$ cat src/rtl/imem_loader.sv
// imem_loader: turns a host byte stream into 32-bit instruction memory
// writes and holds the CPU in reset until a complete image has arrived.
//
// Ports:
//   clk, rst_n         clock, async active-low reset
//   start              one-cycle pulse, begins a load when not busy
//   in_valid, in_data  host byte stream
//   in_ready           loader takes a byte this cycle
//   wr_en              one-cycle strobe per assembled word
//   wr_addr, wr_data   byte address and big-endian word
//   busy, done, err    load status; done/err held until the next start
//   cpu_hold           processor reset request, released on a clean load
//
// Optional: define IMEM_LOADER_CHECKSUM_EN to expect a trailing XOR
// checksum byte covering the header and all data bytes.
module imem_loader #(
   parameter int unsigned DEPTH     = 32,
   parameter logic [31:0] BASE_ADDR = 32'h0000_0000
) (
   input  logic        clk,
   input  logic        rst_n,
   input  logic        start,
   input  logic        in_valid,
   input  logic [7:0]  in_data,
   output logic        in_ready,
   output logic        wr_en,
   output logic [31:0] wr_addr,
   output logic [31:0] wr_data,
   output logic        busy,
   output logic        done,
   output logic        err,
   output logic        cpu_hold
);

   typedef enum logic [2:0] {
      IDLE,
      HDR,
      BYTES,
      WRITE,
      FIN,
      CHK
   } state_t;

   state_t     state;
   logic [1:0] byte_cnt;
   logic [7:0] word_cnt;
   logic [7:0] n_words;
   logic [7:0] csum;

   always_ff @(posedge clk or negedge rst_n) begin
      if (!rst_n) begin
         state    <= IDLE;
         in_ready <= 1'b0;
         wr_en    <= 1'b0;
         wr_addr  <= BASE_ADDR;
         wr_data  <= 32'd0;
         busy     <= 1'b0;
         done     <= 1'b0;
         err      <= 1'b0;
         cpu_hold <= 1'b1;
         byte_cnt <= 2'd0;
         word_cnt <= 8'd0;
         n_words  <= 8'd0;
         csum     <= 8'd0;
      end else begin
         wr_en <= 1'b0;
         unique case (state)
            IDLE, FIN: begin
               if (start) begin
                  state    <= HDR;
                  in_ready <= 1'b1;
                  busy     <= 1'b1;
                  done     <= 1'b0;
                  err      <= 1'b0;
                  cpu_hold <= 1'b1;
                  wr_addr  <= BASE_ADDR;
                  byte_cnt <= 2'd0;
                  word_cnt <= 8'd0;
                  csum     <= 8'd0;
               end
            end
            HDR: begin
               if (in_valid) begin
                  n_words <= in_data;
                  csum    <= in_data;
                  if (in_data == 8'd0) begin
                     state    <= FIN;
                     in_ready <= 1'b0;
                     busy     <= 1'b0;
                     done     <= 1'b1;
                     cpu_hold <= 1'b0;
                  end else if (32'(in_data) > DEPTH) begin
                     state    <= FIN;
                     in_ready <= 1'b0;
                     busy     <= 1'b0;
                     err      <= 1'b1;
                  end else begin
                     state <= BYTES;
                  end
               end
            end
            BYTES: begin
               if (in_valid) begin
                  // shift in MSB first: first byte ends up in [31:24]
                  wr_data  <= {wr_data[23:0], in_data};
                  csum     <= csum ^ in_data;
                  byte_cnt <= byte_cnt + 2'd1;
                  if (byte_cnt == 2'd3) begin
                     state    <= WRITE;
                     in_ready <= 1'b0;
                     wr_en    <= 1'b1;
                  end
               end
            end
            WRITE: begin
               wr_addr  <= wr_addr + 32'd4;
               word_cnt <= word_cnt + 8'd1;
               if (word_cnt + 8'd1 == n_words) begin
`ifdef IMEM_LOADER_CHECKSUM_EN
                  state    <= CHK;
                  in_ready <= 1'b1;
`else
                  state    <= FIN;
                  busy     <= 1'b0;
                  done     <= 1'b1;
                  cpu_hold <= 1'b0;
`endif
               end else begin
                  state    <= BYTES;
                  in_ready <= 1'b1;
               end
            end
`ifdef IMEM_LOADER_CHECKSUM_EN
            CHK: begin
               if (in_valid) begin
                  state    <= FIN;
                  in_ready <= 1'b0;
                  busy     <= 1'b0;
                  if (in_data == csum) begin
                     done     <= 1'b1;
                     cpu_hold <= 1'b0;
                  end else begin
                     err <= 1'b1;
                  end
               end
            end
`endif
            default: begin
               state    <= IDLE;
               in_ready <= 1'b0;
               busy     <= 1'b0;
            end
         endcase
      end
   end

endmodule

$ cat config.mk
export PLATFORM = sky130hd
export DESIGN_NAME = imem_loader
export DESIGN_NICKNAME = d
export VERILOG_FILES = /design/src/rtl/imem_loader.sv
export SDC_FILE = /design/constraint.sdc
export NUM_CORES = 1
export LEC_CHECK = 0
export BUFFER_PORTS_ARGS = -buffer_cell sky130_fd_sc_hd__buf_2
export CAP_MARGIN = 5
export CORE_MARGIN = 2
export CORE_UTILIZATION = 35
export CTS_CLUSTER_SIZE = 12
export DETAILED_ROUTE_END_ITERATION = 16
export GPL_TIMING_DRIVEN = 1
export SLEW_MARGIN = 15
export SYNTH_ARGS = -nofsm -noshare
export SYNTH_HDL_FRONTEND = slang
export SYNTH_SLANG_ARGS = --single-unit
$ cat constraint.sdc
create_clock -name clk -period 2 [get_ports clk]
set_input_delay 0.1 -clock clk [delete_from_list [all_inputs] [get_ports clk]]
set_output_delay 0.1 -clock clk [all_outputs]
set_load 0.005 [all_outputs]
# Yosys cells after proc, flatten, opt, wreduce, memory -nomap -nowiden
# Index checks and enable logic that the tools add are counted.
[word_totals]
reg_bits = 91
input_bits = 12
elab_cells = 89
[classes]
add_sub_neg = 3
magnitude_cmp = 1
eq_ne = 16
muxes = 40
bitwise = 1
n_reduce_logical = 16
[op_table]
columns = ["op", "count"]
rows = [
  ["32-bit case mux with 2 select lines", 1],
  ["32-bit by 3-bit adder with 32-bit output, second input constant", 1],
  ["32-bit two-way mux", 1],
  ["3-bit two-way mux", 7],
  ["1-bit two-way mux", 20],
  ["2-bit != test, second input constant", 9],
  ["8-bit case mux with 2 select lines", 1],
  ["5-bit AND reduction", 3],
  ["3-bit case mux with 4 select lines", 1],
  ["8-bit by 1-bit adder with 8-bit output, second input constant", 1],
  ["8-bit equality test", 1],
  ["8-bit by 6-bit > comparator with 1-bit output, second input constant", 1],
  ["8-bit zero test", 1],
  ["8-bit two-way mux", 1],
  ["1-bit case mux with 4 select lines", 2],
  ["3-bit by 2-bit equality test with 1-bit output, second input constant", 2],
  ["1-bit case mux with 3 select lines", 2],
  ["2-bit AND reduction", 3],
  ["6-bit AND reduction", 1],
  ["2-bit nonzero test", 3],
  ["2-bit two-way mux", 2],
  ["2-bit case mux with 2 select lines", 1],
  ["4-bit AND reduction", 1],
  ["3-bit by 1-bit equality test with 1-bit output, second input constant", 1],
  ["other kinds (10)", 10],
]

# Longest topological paths before layout
[logic_depth]
ltp_word = 5
mapped_depth = 7
depth_no_buf = 6

# Worst setup path after synthesis
# OpenSTA, ideal clock, no wires.
[synth_path]
kind = "reg2reg"
startpoint = "register word_cnt[0]"
endpoint = "register done"
setup_ps = 126
arrival_time_ps = 1596
t_required_ps = 1874
setup_slack_ps = 278
stages_incl_launch_ff = 7
n_path_buf = 0
path_cell_list = "dfrtp_1 -> ha_1 -> nand2b_1 -> a21o_1 -> a31oi_1 -> nor4_2 -> a221o_1"
[synth_between]
elab_chain_cells = 4
[synth_rtl]
columns = ["item", "line", "source"]
rows = [
  ["start: declaration", "46", "logic [7:0] word_cnt;"],
  ["start signal: assignment", "117", "word_cnt <= word_cnt + 8'd1;"],
  ["8-bit by 1-bit adder with 8-bit output", "118", "if (word_cnt + 8'd1 == n_words) begin"],
  ["8-bit equality test", "118", ""],
  ["2-bit != test (no source line)", "-", ""],
  ["5-bit AND reduction (no source line)", "-", ""],
  ["end signal: assignment", "73", "done <= 1'b0;"],
  ["end signal: assignment", "90", "done <= 1'b1;"],
  ["end signal: assignment", "125", "done <= 1'b1;"],
  ["end: declaration", "30", "output logic done,"],
]
# Every way passes these cells.
# A chain may end at the register's enable or synchronous reset.

# Final worst setup path
[layout_path]
startpoint = "register word_cnt[3]"
endpoint = "register done"
# Same word-level chain as after synthesis.

==> summary.md <==
| Metric | Value |
|---|---|
| Share of cells above drive strength 1 | `0.344` |
| Area grow syn2layout | `22.7%` |
| Final total power | `5990 uW` |
| Synth Warn # | `0` |
| Cells along the critical path | `and4_1 > and2_1 > a31oi_1 > nor2_1 > a221o_1` |
| Starting Density | `0.355` |
| Clk root buf | `clkbuf_16` |
| Peak per-stage delay on the critical path | `about 0.45 ns` |
| Reg-to-reg critical path startpoint | `word_cnt[3]` |
| ANT cells | `0` |
| Yosys top cell by area | `dfrtp_1` |
| Port buffer count | `79` |
| CP Class | `reg -> reg` |
| Leak | `between 0.002 and 0.003 uW` |
| Global-route usage over all layers | `0.154` |
| Hold EP | `n_words[3]` |
| Row Count | `40` |
| CTS Sinks | `89` |
| CP Data Arrival Time | `2.06 ns` |
| CP Capture Type | `flip-flop` |
| Synth Flop Type | `dfrtp_1` |
| Area of placed instances | `4870 sq um` |
| First-pass GRT wire length | `15,900 um` |
| Critical-path top delay cell | `dfrtp_1` |
| # fillers | `1,147` |
| Die X | `114 um` |
| Startpoint types | `flip-flop` |
| Placeable Area | `11,900 sq um` |
| Slew HR | `0.550` |
| Largest net degree at the start of global routing | `47` |
| Unique cell type count in the Yosys netlist | `48` |
| Clock Latency Late Sink | `0.35 ns` |
| FMAX | `0.545 GHz` |
| Remaining antenna violation count after routing | `0` |
| Ports | `82` |
| Vias | `3,279` |
| GR Overflow Total | `0` |
| Synth area leaders | `dfrtp_1 52%, mux2_2 11%, o21ai_0 3.6%, nand2_1 2.8%, o31ai_1 2.7%` |
| WL/cell | `around 15 um` |
| Clock Skew | `0.00744 ns` |
| Power Density | `between 1000 and 1500 nW/um^2` |
| Clock slew at reported path FFs | `around 0.060 ns` |
| Final min period | `roughly 1.8 ns` |
| Worst-Margin Slew | `0.674 ns` |
| Drt pass-1 iters | `4` |
| Longest Clk Path Bufs | `2` |
| CP Max Fanout | `7` |
| Chip height | `114 um` |
| RSZ-0062 raised after global routing | `no` |
| Post-Syn Instances | `382` |
| Syn_area_per_cell | `between 10 and 15 sq um` |
| Maximum vdd drop | `between 0.6 and 0.7 mV` |
| Cell area after synthesis | `4230 sq um` |
| Die footprint | `13,000 sq um` |
| CTS tree | `built` |
| Worst Hold Class | `in -> reg` |
| DRC violations left | `0` |
| R2r setup slk | `0.17 ns` |
| Final setup TNS | `0 ns` |
| Initial antenna violation count | `0` |
| Fin crit share | `0.917` |
| Max cap viols | `0` |
| Final Setup Violations | `0` |
| Vias in the first global route | `3,262` |
| WL final | `9280 um` |
| Post-synthesis sequential area ratio | `0.527` |
| Number of flops mapped to enable cells by yosys | `0` |
| FF+latch area | `2230 sq um` |
| Cell with the most instances after synthesis | `dfrtp_1` |
| Iter 0 DRT Violations | `approximately 190` |
| Hold_sp | `in_data[3]` |
| Final core utilization | `0.435` |
| Post-synthesis register bit count | `89` |
| CP Depth | `5` |
| Area of the multi-input gates | `1890 sq um` |
| Yosys top cell area share | `0.521` |
| Cells on worst reg2reg path | `5` |
| Post-route cell area | `5190 sq um` |
| Hold-critical path depth | `2` |
| Dpl hpwl | `about 6500 um` |
| Buf+Inv Stages, Crit Path | `0` |
| Critical path required time | `2.23 ns` |
| Final Hold Vio Count | `0` |
| Nets | `488` |
| Slew Limit Fails | `0` |
| RePlAce Congestion | `roughly 0.8` |
| Vias per cell | `roughly 5.3` |
| TritonCTS Buffers | `9` |
| Synth top cells by count | `88 x dfrtp_1, 40 x mux2_2, 31 x nand2_1, 30 x o21ai_0` |
| Number of H-tree levels | `3` |
| RR Endpoint | `done` |
| Post-synth ARST share | `1.00` |
| Status | `completed` |
| CP delay by family, top | `compound AO/OA/AOI/OAI gates` |
## sequential cells by signal (all words and copies together), names as in the netlist
signal	count
cpu_hold	1
err	1
done	1
wr_data	32
wr_en	1
busy	1
in_ready	1
n_words	8
wr_addr	30
state	3
byte_cnt	2
word_cnt	8
## routing by layer
metal	share of wire	GRT usage	vias to the layer above
met5	0	0	-
met1	0.46	0.194	1603
met2	0.46	0.246	82
li1	-	-	1584
met4	0.015	0.0593	0
met3	0.065	0.0526	10
## stage by stage
| step | worst slack (ns) | hold WS, ns | instances |
|---|---|---|---|
| floorplan | 0.278 | -0.196 | 383 |
| global placement | 0.162 | 0.162 | 607 |
| detailed placement | 0.133 | 0.170 | 607 |
| CTS | 0.123 | 0.0162 | 623 |
| global route | 0.0125 | 0.0288 | 624 |
| finish | 0.166 | 0.0258 | 624 |
## cells in the final DEF, fill, tap and decap left out, types with 2 or more instances in the layout
cell | synthesis | layout
buf_12 | 0 | 2
nand3_1 | 19 | 19
nor4_4 | 2 | 2
a22o_1 | 2 | 2
a21oi_1 | 10 | 10
mux2i_1 | 8 | 8
mux2_2 | 40 | 40
inv_6 | 0 | 3
buf_4 | 2 | 13
nor3_2 | 2 | 2
conb_1 | 1 | 2
nor2_2 | 0 | 2
o211ai_1 | 11 | 11
and4_1 | 4 | 4
xor2_1 | 5 | 5
o21ai_0 | 30 | 30
nand4_1 | 7 | 7
o22ai_1 | 6 | 6
clkinv_2 | 0 | 2
a21o_1 | 2 | 2
dfrtp_1 | 88 | 88
nand2b_1 | 4 | 4
inv_1 | 14 | 14
xnor2_1 | 5 | 5
nor2b_1 | 4 | 4
a211oi_1 | 2 | 2
buf_2 | 9 | 78
ha_1 | 3 | 2
and3_1 | 3 | 3
and2_1 | 3 | 3
a31oi_1 | 4 | 4
nand2_1 | 31 | 31
nor3_1 | 7 | 6
o31ai_1 | 15 | 15
nor2_1 | 19 | 17
clkbuf_16 | 0 | 9
## worst register-to-register path, stage by stage (launching register included)
cell and delay, ns:
dfrtp_1 0.45, and4_1 0.25, and2_1 0.20, a31oi_1 0.35, nor2_1 0.13, a221o_1 0.33
## cell type report
cell class / count / share of cell area
Clock buffer: 9 / 0.0434
Clock inverter: 6 / 0.0128
Inverter: 14 / 0.0101
Multi-Input combinational cell: 265 / 0.365
Sequential cell: 89 / 0.430
Tap cell: 147 / 0.0355
Timing Repair Buffer: 94 / 0.104
## worst max path at each step
stage,from,to,slack [ns]
2_1_floorplan,word_cnt[0],done,0.28
3_3_place_gp,wr_addr[11],wr_addr[20],0.16
3_5_place_dp,word_cnt[0],in_ready,0.13
4_1_cts,word_cnt[0],in_ready,0.12
5_1_grt,state[0],wr_addr[25],0.01
6_report,word_cnt[3],done,0.17
## power breakdown
group | leakage, uW | internal, uW | switching [uW]
clock | 0.000146 | 970 | 725
combinational | 0.00116 | 868 | 877
sequential | 0.00119 | 2230 | 326
## kinds of logic after synthesis
family | after synthesis | share of synthesized area
xor gates and xnor gates | 10 | 0.0207
muxes | 48 | 0.126
buffers and inverters | 29 | 0.0302
other | 1 | 0.000888
and+or+nand+nor | 114 | 0.155
adders and majority gates | 3 | 0.00888
DFF | 89 | 0.527
AOI/OAI and AO/OA | 88 | 0.132
## repair_timing
item                                    CTS  global route
hold buffers                              1             0
gates resized for setup                   0             3
endpoints found under the hold margin    42             0
setup buffers                             0             1
endpoints found under the setup margin    0            13
Note: power is estimated with default switching activity, not from simulation.
